==> src/rtl/uart_rx_pkg.sv <==
// Shared types and constants for the UART receiver: FSM states, prescale
// values, parity encoding and the 3-sample majority vote.
package uart_rx_pkg;

  typedef enum logic [2:0] {IDLE, START, DATA, PARITY, STOP} rx_state_e;

  typedef enum logic {PARITY_EVEN = 1'b0, PARITY_ODD = 1'b1} parity_e;

  localparam logic [5:0] PRESCALE_8  = 6'd8;
  localparam logic [5:0] PRESCALE_16 = 6'd16;
  localparam logic [5:0] PRESCALE_32 = 6'd32;

  function automatic logic maj3(input logic [2:0] s);
    return (s[0] & s[1]) | (s[0] & s[2]) | (s[1] & s[2]);
  endfunction

  // Out-of-range ratios fall back to 16 so the edge counter always wraps.
  function automatic logic [5:0] legal_prescale(input logic [5:0] p);
    if (p == PRESCALE_8 || p == PRESCALE_16 || p == PRESCALE_32) return p;
    return PRESCALE_16;
  endfunction

endpackage

==> src/rtl/uart_rx_bit_sampler.sv <==
// Per-bit oversampling: edge counter, three mid-bit samples and majority vote.
module rx_bit_sampler
  import uart_rx_pkg::*;
(
  input  logic       clk,
  input  logic       rst,
  input  logic       run,
  input  logic [5:0] prescale,
  input  logic       rx_s,
  output logic [5:0] edge_cnt,
  output logic       sampled_bit,
  output logic       sample_done
);

  logic [5:0] edge_cnt_q, edge_cnt_d;
  logic [2:0] samp_q, samp_d;
  logic [5:0] half;

  assign half = prescale >> 1;

  always_comb begin
    edge_cnt_d = 6'd0;
    if (run) edge_cnt_d = (edge_cnt_q == prescale - 6'd1) ? 6'd0 : edge_cnt_q + 6'd1;
    samp_d = samp_q;
    if (edge_cnt_q == half - 6'd1) samp_d[0] = rx_s;
    if (edge_cnt_q == half)        samp_d[1] = rx_s;
    if (edge_cnt_q == half + 6'd1) samp_d[2] = rx_s;
  end

  always_ff @(posedge clk or negedge rst) begin
    if (!rst) begin
      edge_cnt_q <= 6'd0;
      samp_q     <= 3'b111;
    end else begin
      edge_cnt_q <= edge_cnt_d;
      samp_q     <= samp_d;
    end
  end

  assign edge_cnt    = edge_cnt_q;
  assign sampled_bit = maj3(samp_q);
  assign sample_done = (edge_cnt_q == half + 6'd2);

endmodule

==> src/rtl/uart_rx.sv <==
// UART receiver: synchronizer, frame FSM, shift register, parity/stop checks
// and single-cycle registered result pulses.
module uart_rx
  import uart_rx_pkg::*;
#(
  parameter int DATA_WIDTH = 8
) (
  input  logic                  clk,
  input  logic                  rst,
  input  logic                  RX_IN,
  input  logic [5:0]            prescale,
  input  logic                  parity_enable,
  input  logic                  parity_type,
  output logic [DATA_WIDTH-1:0] P_DATA,
  output logic                  Data_Valid,
  output logic                  parity_error,
  output logic                  stop_error
);

  localparam int BCW = (DATA_WIDTH > 1) ? $clog2(DATA_WIDTH) : 1;

  logic [1:0]            sync_q, sync_d;
  rx_state_e             state_q, state_d;
  logic [BCW-1:0]        bit_cnt_q, bit_cnt_d;
  logic [DATA_WIDTH-1:0] shreg_q, shreg_d;
  logic [DATA_WIDTH-1:0] pdata_q, pdata_d;
  logic [5:0]            pre_q, pre_d;
  logic                  pen_q, pen_d;
  parity_e               ptype_q, ptype_d;
  logic                  perr_q, perr_d, serr_q, serr_d;
  logic                  dv_q, dv_d, pe_q, pe_d, se_q, se_d;

  logic       rx_s, run, bit_end, sampled_bit, sample_done, exp_par;
  logic [5:0] edge_cnt;

  assign sync_d  = {sync_q[0], RX_IN};
  assign rx_s    = sync_q[1];
  assign bit_end = (edge_cnt == pre_q - 6'd1);
  assign exp_par = (ptype_q == PARITY_EVEN) ? ^shreg_q : ~^shreg_q;

  rx_bit_sampler u_sampler (
    .clk         (clk),
    .rst         (rst),
    .run         (run),
    .prescale    (pre_q),
    .rx_s        (rx_s),
    .edge_cnt    (edge_cnt),
    .sampled_bit (sampled_bit),
    .sample_done (sample_done)
  );

  always_comb begin
    state_d   = state_q;
    bit_cnt_d = bit_cnt_q;
    shreg_d   = shreg_q;
    pdata_d   = pdata_q;
    pre_d     = pre_q;
    pen_d     = pen_q;
    ptype_d   = ptype_q;
    perr_d    = perr_q;
    serr_d    = serr_q;
    dv_d      = 1'b0;
    pe_d      = 1'b0;
    se_d      = 1'b0;
    run       = 1'b1;
    case (state_q)
      IDLE: begin
        run = ~rx_s;
        if (!rx_s) begin
          state_d   = START;
          pre_d     = legal_prescale(prescale);
          pen_d     = parity_enable;
          ptype_d   = parity_e'(parity_type);
          perr_d    = 1'b0;
          serr_d    = 1'b0;
          bit_cnt_d = '0;
        end
      end
      START: begin
        if (sample_done && sampled_bit) begin
          // Start bit did not hold low through mid-bit: treat as noise.
          state_d = IDLE;
          run     = 1'b0;
        end else if (bit_end) begin
          state_d = DATA;
        end
      end
      DATA: begin
        if (sample_done) shreg_d = {sampled_bit, shreg_q[DATA_WIDTH-1:1]};
        if (bit_end) begin
          if (bit_cnt_q == BCW'(DATA_WIDTH - 1)) begin
            bit_cnt_d = '0;
            state_d   = pen_q ? PARITY : STOP;
          end else begin
            bit_cnt_d = bit_cnt_q + BCW'(1);
          end
        end
      end
      PARITY: begin
        if (sample_done) perr_d = (exp_par != sampled_bit);
        if (bit_end) state_d = STOP;
      end
      STOP: begin
        if (sample_done) serr_d = ~sampled_bit;
        if (bit_end) begin
          state_d = IDLE;
          pe_d    = perr_q;
          se_d    = serr_q;
          if (!perr_q && !serr_q) begin
            dv_d    = 1'b1;
            pdata_d = shreg_q;
          end
        end
      end
      default: state_d = IDLE;
    endcase
  end

  always_ff @(posedge clk or negedge rst) begin
    if (!rst) begin
      sync_q    <= 2'b11;
      state_q   <= IDLE;
      bit_cnt_q <= '0;
      shreg_q   <= '0;
      pdata_q   <= '0;
      pre_q     <= PRESCALE_8;
      pen_q     <= 1'b0;
      ptype_q   <= PARITY_EVEN;
      perr_q    <= 1'b0;
      serr_q    <= 1'b0;
      dv_q      <= 1'b0;
      pe_q      <= 1'b0;
      se_q      <= 1'b0;
    end else begin
      sync_q    <= sync_d;
      state_q   <= state_d;
      bit_cnt_q <= bit_cnt_d;
      shreg_q   <= shreg_d;
      pdata_q   <= pdata_d;
      pre_q     <= pre_d;
      pen_q     <= pen_d;
      ptype_q   <= ptype_d;
      perr_q    <= perr_d;
      serr_q    <= serr_d;
      dv_q      <= dv_d;
      pe_q      <= pe_d;
      se_q      <= se_d;
    end
  end

  assign P_DATA       = pdata_q;
  assign Data_Valid   = dv_q;
  assign parity_error = pe_q;
  assign stop_error   = se_q;

endmodule
==> config.mk <==
export PLATFORM = sky130hd
export DESIGN_NAME = uart_rx
export DESIGN_NICKNAME = d
export VERILOG_FILES = /design/src/rtl/uart_rx_pkg.sv /design/src/rtl/uart_rx_bit_sampler.sv /design/src/rtl/uart_rx.sv
export SDC_FILE = /design/constraint.sdc
export NUM_CORES = 1
export LEC_CHECK = 0
export BUFFER_PORTS_ARGS = -buffer_cell sky130_fd_sc_hd__buf_2
export CORE_MARGIN = 3
export CORE_UTILIZATION = 34
export DETAILED_ROUTE_END_ITERATION = 10
export HOLD_SLACK_MARGIN = 0.02
export PLACE_DENSITY = 0.52
export SLEW_MARGIN = 10
export SYNTH_ARGS = -nofsm -noshare
export SYNTH_HDL_FRONTEND = slang
export SYNTH_SLANG_ARGS = --single-unit
==> constraint.sdc <==
create_clock -name clk -period 2.75 [get_ports clk]
set_clock_uncertainty 0.1 [all_clocks]
set_input_delay 0.55 -clock clk [delete_from_list [all_inputs] [get_ports clk]]
set_output_delay 0.55 -clock clk [all_outputs]
set_load 0.02 [all_outputs]
Word level (Yosys, flattened, before mapping)

Cells that the tools add are included.

$add $sub $neg: 6
Multiply operators: 0
Div/mod/pow operators: 0
Magnitude comparators: 0
Eq/ne operators: 22
Shift-type cells: 0
Mux-type cells: 35
Bitwise operators: 7
Reductions and logical operators: 19

Operator list:

| operator                                         | number |
|---|---|
| 2-to-1 mux 3 bit                                 | 11 |
| == test 6 bit                                    | 4 |
| 2-to-1 mux 6 bit                                 | 4 |
| 2-to-1 mux 1 bit                                 | 15 |
| one-hot mux 3 bit (5 select lines)               | 1 |
| != test 2 bit, second input constant             | 7 |
| AND reduction 3 bit                              | 4 |
| XNOR reduction 8 bit                             | 1 |
| XOR reduction 8 bit                              | 1 |
| adder 5 x 1 -> 6 bit, second input constant      | 1 |
| adder 5 x 2 -> 6 bit, second input constant      | 1 |
| adder 6 x 1 -> 6 bit, second input constant      | 1 |
| == test 3 x 2 -> 1 bit, second input constant    | 2 |
| == test 3 bit, second input constant             | 2 |
| == test 6 x 4 -> 1 bit, second input constant    | 1 |
| == test 6 x 5 -> 1 bit                           | 1 |
| == test 6 x 5 -> 1 bit, second input constant    | 1 |
| == test 6 bit, second input constant             | 1 |
| one-hot mux 1 bit (2 select lines)               | 3 |
| one-hot mux 3 bit (2 select lines)               | 1 |
| AND reduction 6 bit                              | 1 |
| nonzero test 2 bit                               | 3 |
| subtractor 5 x 1 -> 6 bit, second input constant | 1 |
| subtractor 6 x 1 -> 6 bit, second input constant | 1 |
| other kinds (12)                                 | 20 |

Register bits: 46
Bits in latches: 0
Memory bits (writable): 0
ROM bits: 0
Bits of input ports: 11
Output and inout bits: 11
Word-level logic and storage cells: 106
Memories: 0

Depth between registers and ports, before layout

Word-level depth: 7
Depth in mapped cells: 9
Gate-level depth less buffers: 8

Modules after synthesis

A second synthesis with hierarchy kept.

Cell total of the unflattened synthesis: 278
Area, all modules: 2882.8 sq um

Modules (own cells, without submodules):

| module         | times used | cells each | area an instance (sq um) | seq. area each (sq um) |
|---|---|---|---|---|
| uart_rx        | 1          | 164        | 1856.8                   | 929.6 |
| rx_bit_sampler | 1          | 114        | 1026.0                   | 229.0 |

Least setup slack after synthesis

OpenSTA, ideal clock, no wires.

Path type: reg2reg
Start point: register pre_q[3]
End point: register u_sampler.edge_cnt_q[2], in the netlist u_sampler.edge_cnt[2]
Setup time: 0.130 ns
Arrival: 2.204 ns
Required time: 2.520 ns
Setup slack: 0.316 ns
Cell stages (with the launch flop): 10
Path buffers: 1
Clock period less this slack: 2.434 ns
Path through: dfstp_2 -> buf_2 -> inv_1 -> ha_1 -> xnor2_1 -> nand2_1 -> a2111oi_4 -> a31oi_2 -> o31ai_4 -> nor2_1

Cells in the longest elaborated chain, start to end: 6
Elaborated cells on any way between the ends: 9
Classes of those cells: add/sub (2); eq/ne (2); mux (4); reduce/logical (1)

RTL lines:

| what                               | RTL line                  | source |
|---|---|---|
| start, declared                    | uart_rx.sv:27             | `logic [5:0] pre_q, pre_d;` |
| start signal, assigned             | uart_rx.sv:140            | `pre_q <= pre_d;` |
| adder 5 x 2 -> 6 bit               | uart_rx_bit_sampler.sv:42 | `assign sample_done = (edge_cnt_q == half + 6'd2);` |
| == test 6 bit                      | uart_rx_bit_sampler.sv:42 |  |
| logical AND 1 bit                  | uart_rx.sv:80             | `if (sample_done && sampled_bit) begin` |
| 2-to-1 mux 1 bit                   | uart_rx.sv:80             |  |
| one-hot mux 1 bit (2 select lines) | uart_rx.sv:66             | `case (state_q)` |
| 2-to-1 mux 6 bit (*)               | uart_rx_bit_sampler.sv:23 | `if (run) edge_cnt_d = (edge_cnt_q == prescale - 6'd1) ? 6'd0 : edge_cnt_q + 6'd1;` |
| named net u_sampler.edge_cnt_d[2]  | uart_rx_bit_sampler.sv:15 | `logic [5:0] edge_cnt_q, edge_cnt_d;` |
| end signal, assigned               | uart_rx_bit_sampler.sv:35 | `edge_cnt_q <= edge_cnt_d;` |
| end, declared                      | uart_rx_bit_sampler.sv:15 |  |

The timed path passes the listed nets; every way through them passes the cells marked *.
A chain may end at the register's enable or synchronous reset.

Worst setup path in the final report

Start point: register pre_q[3]
End point: register u_sampler.edge_cnt_q[5], in the netlist u_sampler.edge_cnt[5]

Same word-level chain as after synthesis.

==> qor.yml <==
status: "finished clean"
finalNetCount: 304
max_freq_mhz: 389
worstPathRequired_ns: 2.83
sw_frac_of_total_pct: 38.7
grt_max_degree: 22
clock_power_share_pct: 20.1
postCtsHoldBufs: 0
irDropWorstVdd_v: 0.000309
power_leakage_uw: 0.00144
arrival_ns: 2.65
syn_to_final_growth_pct: 13.2
vias: 1847
dr.first_iter.drc_count: 55
rsz0062_at_grt: "no"
die-area_um2: 8940
syn_inst: 255
min_path_type: "input port to async pin"
p_comb_share_pct: 33.0
finalSetupTns_ns: 0
numCtsBuffers: 5
io_pins: 22
worstSkewPairLatency_ns: 0.30
setup_viol: 0
cap_violations: 0
first_pass_iters: 4
crit_type: "register to register"
drv_slew: 0
cts_repair_resize_count: 0
intPower_uw: 1330
antenna_cells: 0
p_seq_share_pct: 47.0
synth-edff-count: 0
seqCellArea_um2: 1160
die_width_um: 94.5
die_y_um: 94.5
antenna_left: 0
critPathMaxFanout: 11
hpwl_um: 3950
fillers: 740
drive_above_1_share_pct: 26.4
start_util_pct: 36.0
relSlewSlack_pct: 58.4
cts_num_sinks: 46
portBuffers: 21
avgSynthCellArea_um2: 10.5
drt-total-wl_um: 5380
rows: 31
core_um2: 7410
p_per_area_nw_per_um2: 720
overflow: 0
crit_buf_inv: 2
antenna_found_initial: 0
cts_tree: "done"
path_cells: "inv_1 > ha_1 > xnor2_1 > nand2_1 > a2111oi_4 > buf_4 > a31oi_2 > o31ai_4 > nor2_1"
ys_ff_latch: 46
tightest_slew_ns: 0.623
layoutNonFillerInstCount: 383
cp_top_family: "compound AO/OA/AOI/OAI gates"
grt_pass1_vias: 1816
post_cts_buffers: 0
synth-async-reset-ratio_pct: 100
cp-start-kind: "register"
critPathCaptureType: "register"
syn_nets: 276
power_switching_uw: 840
wl_per_cell_um: 14.1
gp_congestion: 0.841
cpMaxStageDelayCell: "dfstp_2"
multi_input_area_um2: 1410
vias_per_cell: 4.82
yosysUniqueCellTypes: 51
slowest_delay_ns: 0.65
finalCriticalPeriod_ns: 2.57
fin_crit_sh_pct: 93.6
drcViolationCount: 0
cts_htree_levels: 2
synth_ff_type: "dfrtp_1"
ys_warn_count: 0
grt_pass1_wl_um: 9250
cts_root_buf: "clkbuf_8"
synth_area_um2: 2670
hold_viol: 0
clock_tree.buffer_depth: 2
grt_usage_pct: 13.5
dp.cells: 375
ys_seq_area_share_pct: 43.5
path_clk_slew_ns: 0.10
[stage by stage]
step / setup slack [ns] / utilization [%] / cell area, um2 / total power (uW) / hold WS [ns]
2_1_floorplan: 0.316 / - / 2670 / 1590 / 0.154
3_3_place_gp: 0.200 / 39.5 / 2920 / 1750 / 0.246
3_5_place_dp: 0.196 / 39.5 / 2920 / 1750 / 0.248
4_1_cts: 0.172 / 40.7 / 3020 / 2190 / 0.108
5_1_grt: 0.00535 / 40.7 / 3020 / 2330 / 0.114
6_report: 0.177 / 40.7 / 3020 / 2170 / 0.0914
[power by group through the flow]
stage | combinational (uW) | clock [uW] | sequential [uW]
after global placement | 717 | 0 | 1030
after CTS | 728 | 445 | 1020
after detailed placement | 728 | 0 | 1030
after floorplan | 714 | 0 | 874
final | 715 | 435 | 1020
after global routing | 804 | 480 | 1050
[synth_stat cells (2+ instances only)]
library cell | n | share of area, %
clkbuf_1 | 2 | 0.28
mux2_2 | 18 | 7.6
nor2_1 | 21 | 3.0
nor4_1 | 2 | 0.47
a21oi_1 | 3 | 0.56
o21ai_0 | 10 | 1.9
buf_2 | 9 | 1.7
nand4_1 | 4 | 0.94
ha_1 | 10 | 4.7
nor3b_1 | 3 | 0.85
mux2i_1 | 6 | 2.3
dfstp_2 | 6 | 5.9
dfrtp_1 | 40 | 38
xor2_1 | 14 | 4.6
and3_1 | 2 | 0.47
xnor2_1 | 19 | 6.2
inv_1 | 10 | 1.4
a211oi_1 | 2 | 0.56
nor2b_1 | 6 | 1.4
nand2_1 | 25 | 3.5
nand3_1 | 10 | 1.9
a31oi_1 | 3 | 0.70
o32ai_1 | 2 | 0.66
[state kept, by name (all words and copies together), names as in the netlist, 2 cells and up]
register and count:
u_sampler.samp_q 3, state_q 3, u_sampler.edge_cnt 6, shreg_q 8, pre_q 6, sync_q 2, P_DATA 8, bit_cnt_q 3
[cell type report]
cell class | instances | share of cell area [%]
timing repair buffer | 33 | 6.47
multi-input combinational | 187 | 46.7
sequential | 46 | 38.4
inverter | 10 | 1.24
clock buffer | 5 | 2.28
tap | 99 | 4.11
clock inverter | 3 | 0.788
[cell families (layout without fill, tap and decap cells)]
family	after synthesis	after routing	share of synthesized area, %
AND/OR/NAND/NOR	84	84	16.3
flip-flops	46	46	43.5
XOR/XNOR	34	34	11.5
AO/OA/AOI/OAI	33	33	9.62
multiplexers	25	25	10.4
buffers and inverters	22	51	3.66
adder cells (fa/ha/maj)	11	11	5.07
[worst paths after layout]
kind	startpoint	to	slack (ns)	depth (start not counted)
worst max-delay path	pre_q[3]	u_sampler.edge_cnt[5]	0.18	9
worst min-delay path	rst	shreg_q[2]	0.09	1
worst max register to register	pre_q[3]	u_sampler.edge_cnt[5]	0.18	9
worst min register to register	sync_q[0]	sync_q[1]	0.26	0
max in group asynchronous	rst	sync_q[1]	1.84	2
min in group clk	RX_IN	sync_q[0]	0.23	1
[routing by layer]
layer  GRT usage (%)  wire, um  vias to the layer above
li1                -         -                      933
met1            19.2      2750                      883
met4            3.97        61                        0
met3            2.87       171                        5
met5               0         0                        -
met2            20.5      2400                       26
[layout by cell type, fill, tap and decap left out, types with 12 or more instances in the layout]
cell,n
dfrtp_1,40
nand2_1,25
nor2_1,21
buf_2,21
xnor2_1,19
mux2_2,18
xor2_1,14
buf_4,12
(Power assumes the default switching activity.)
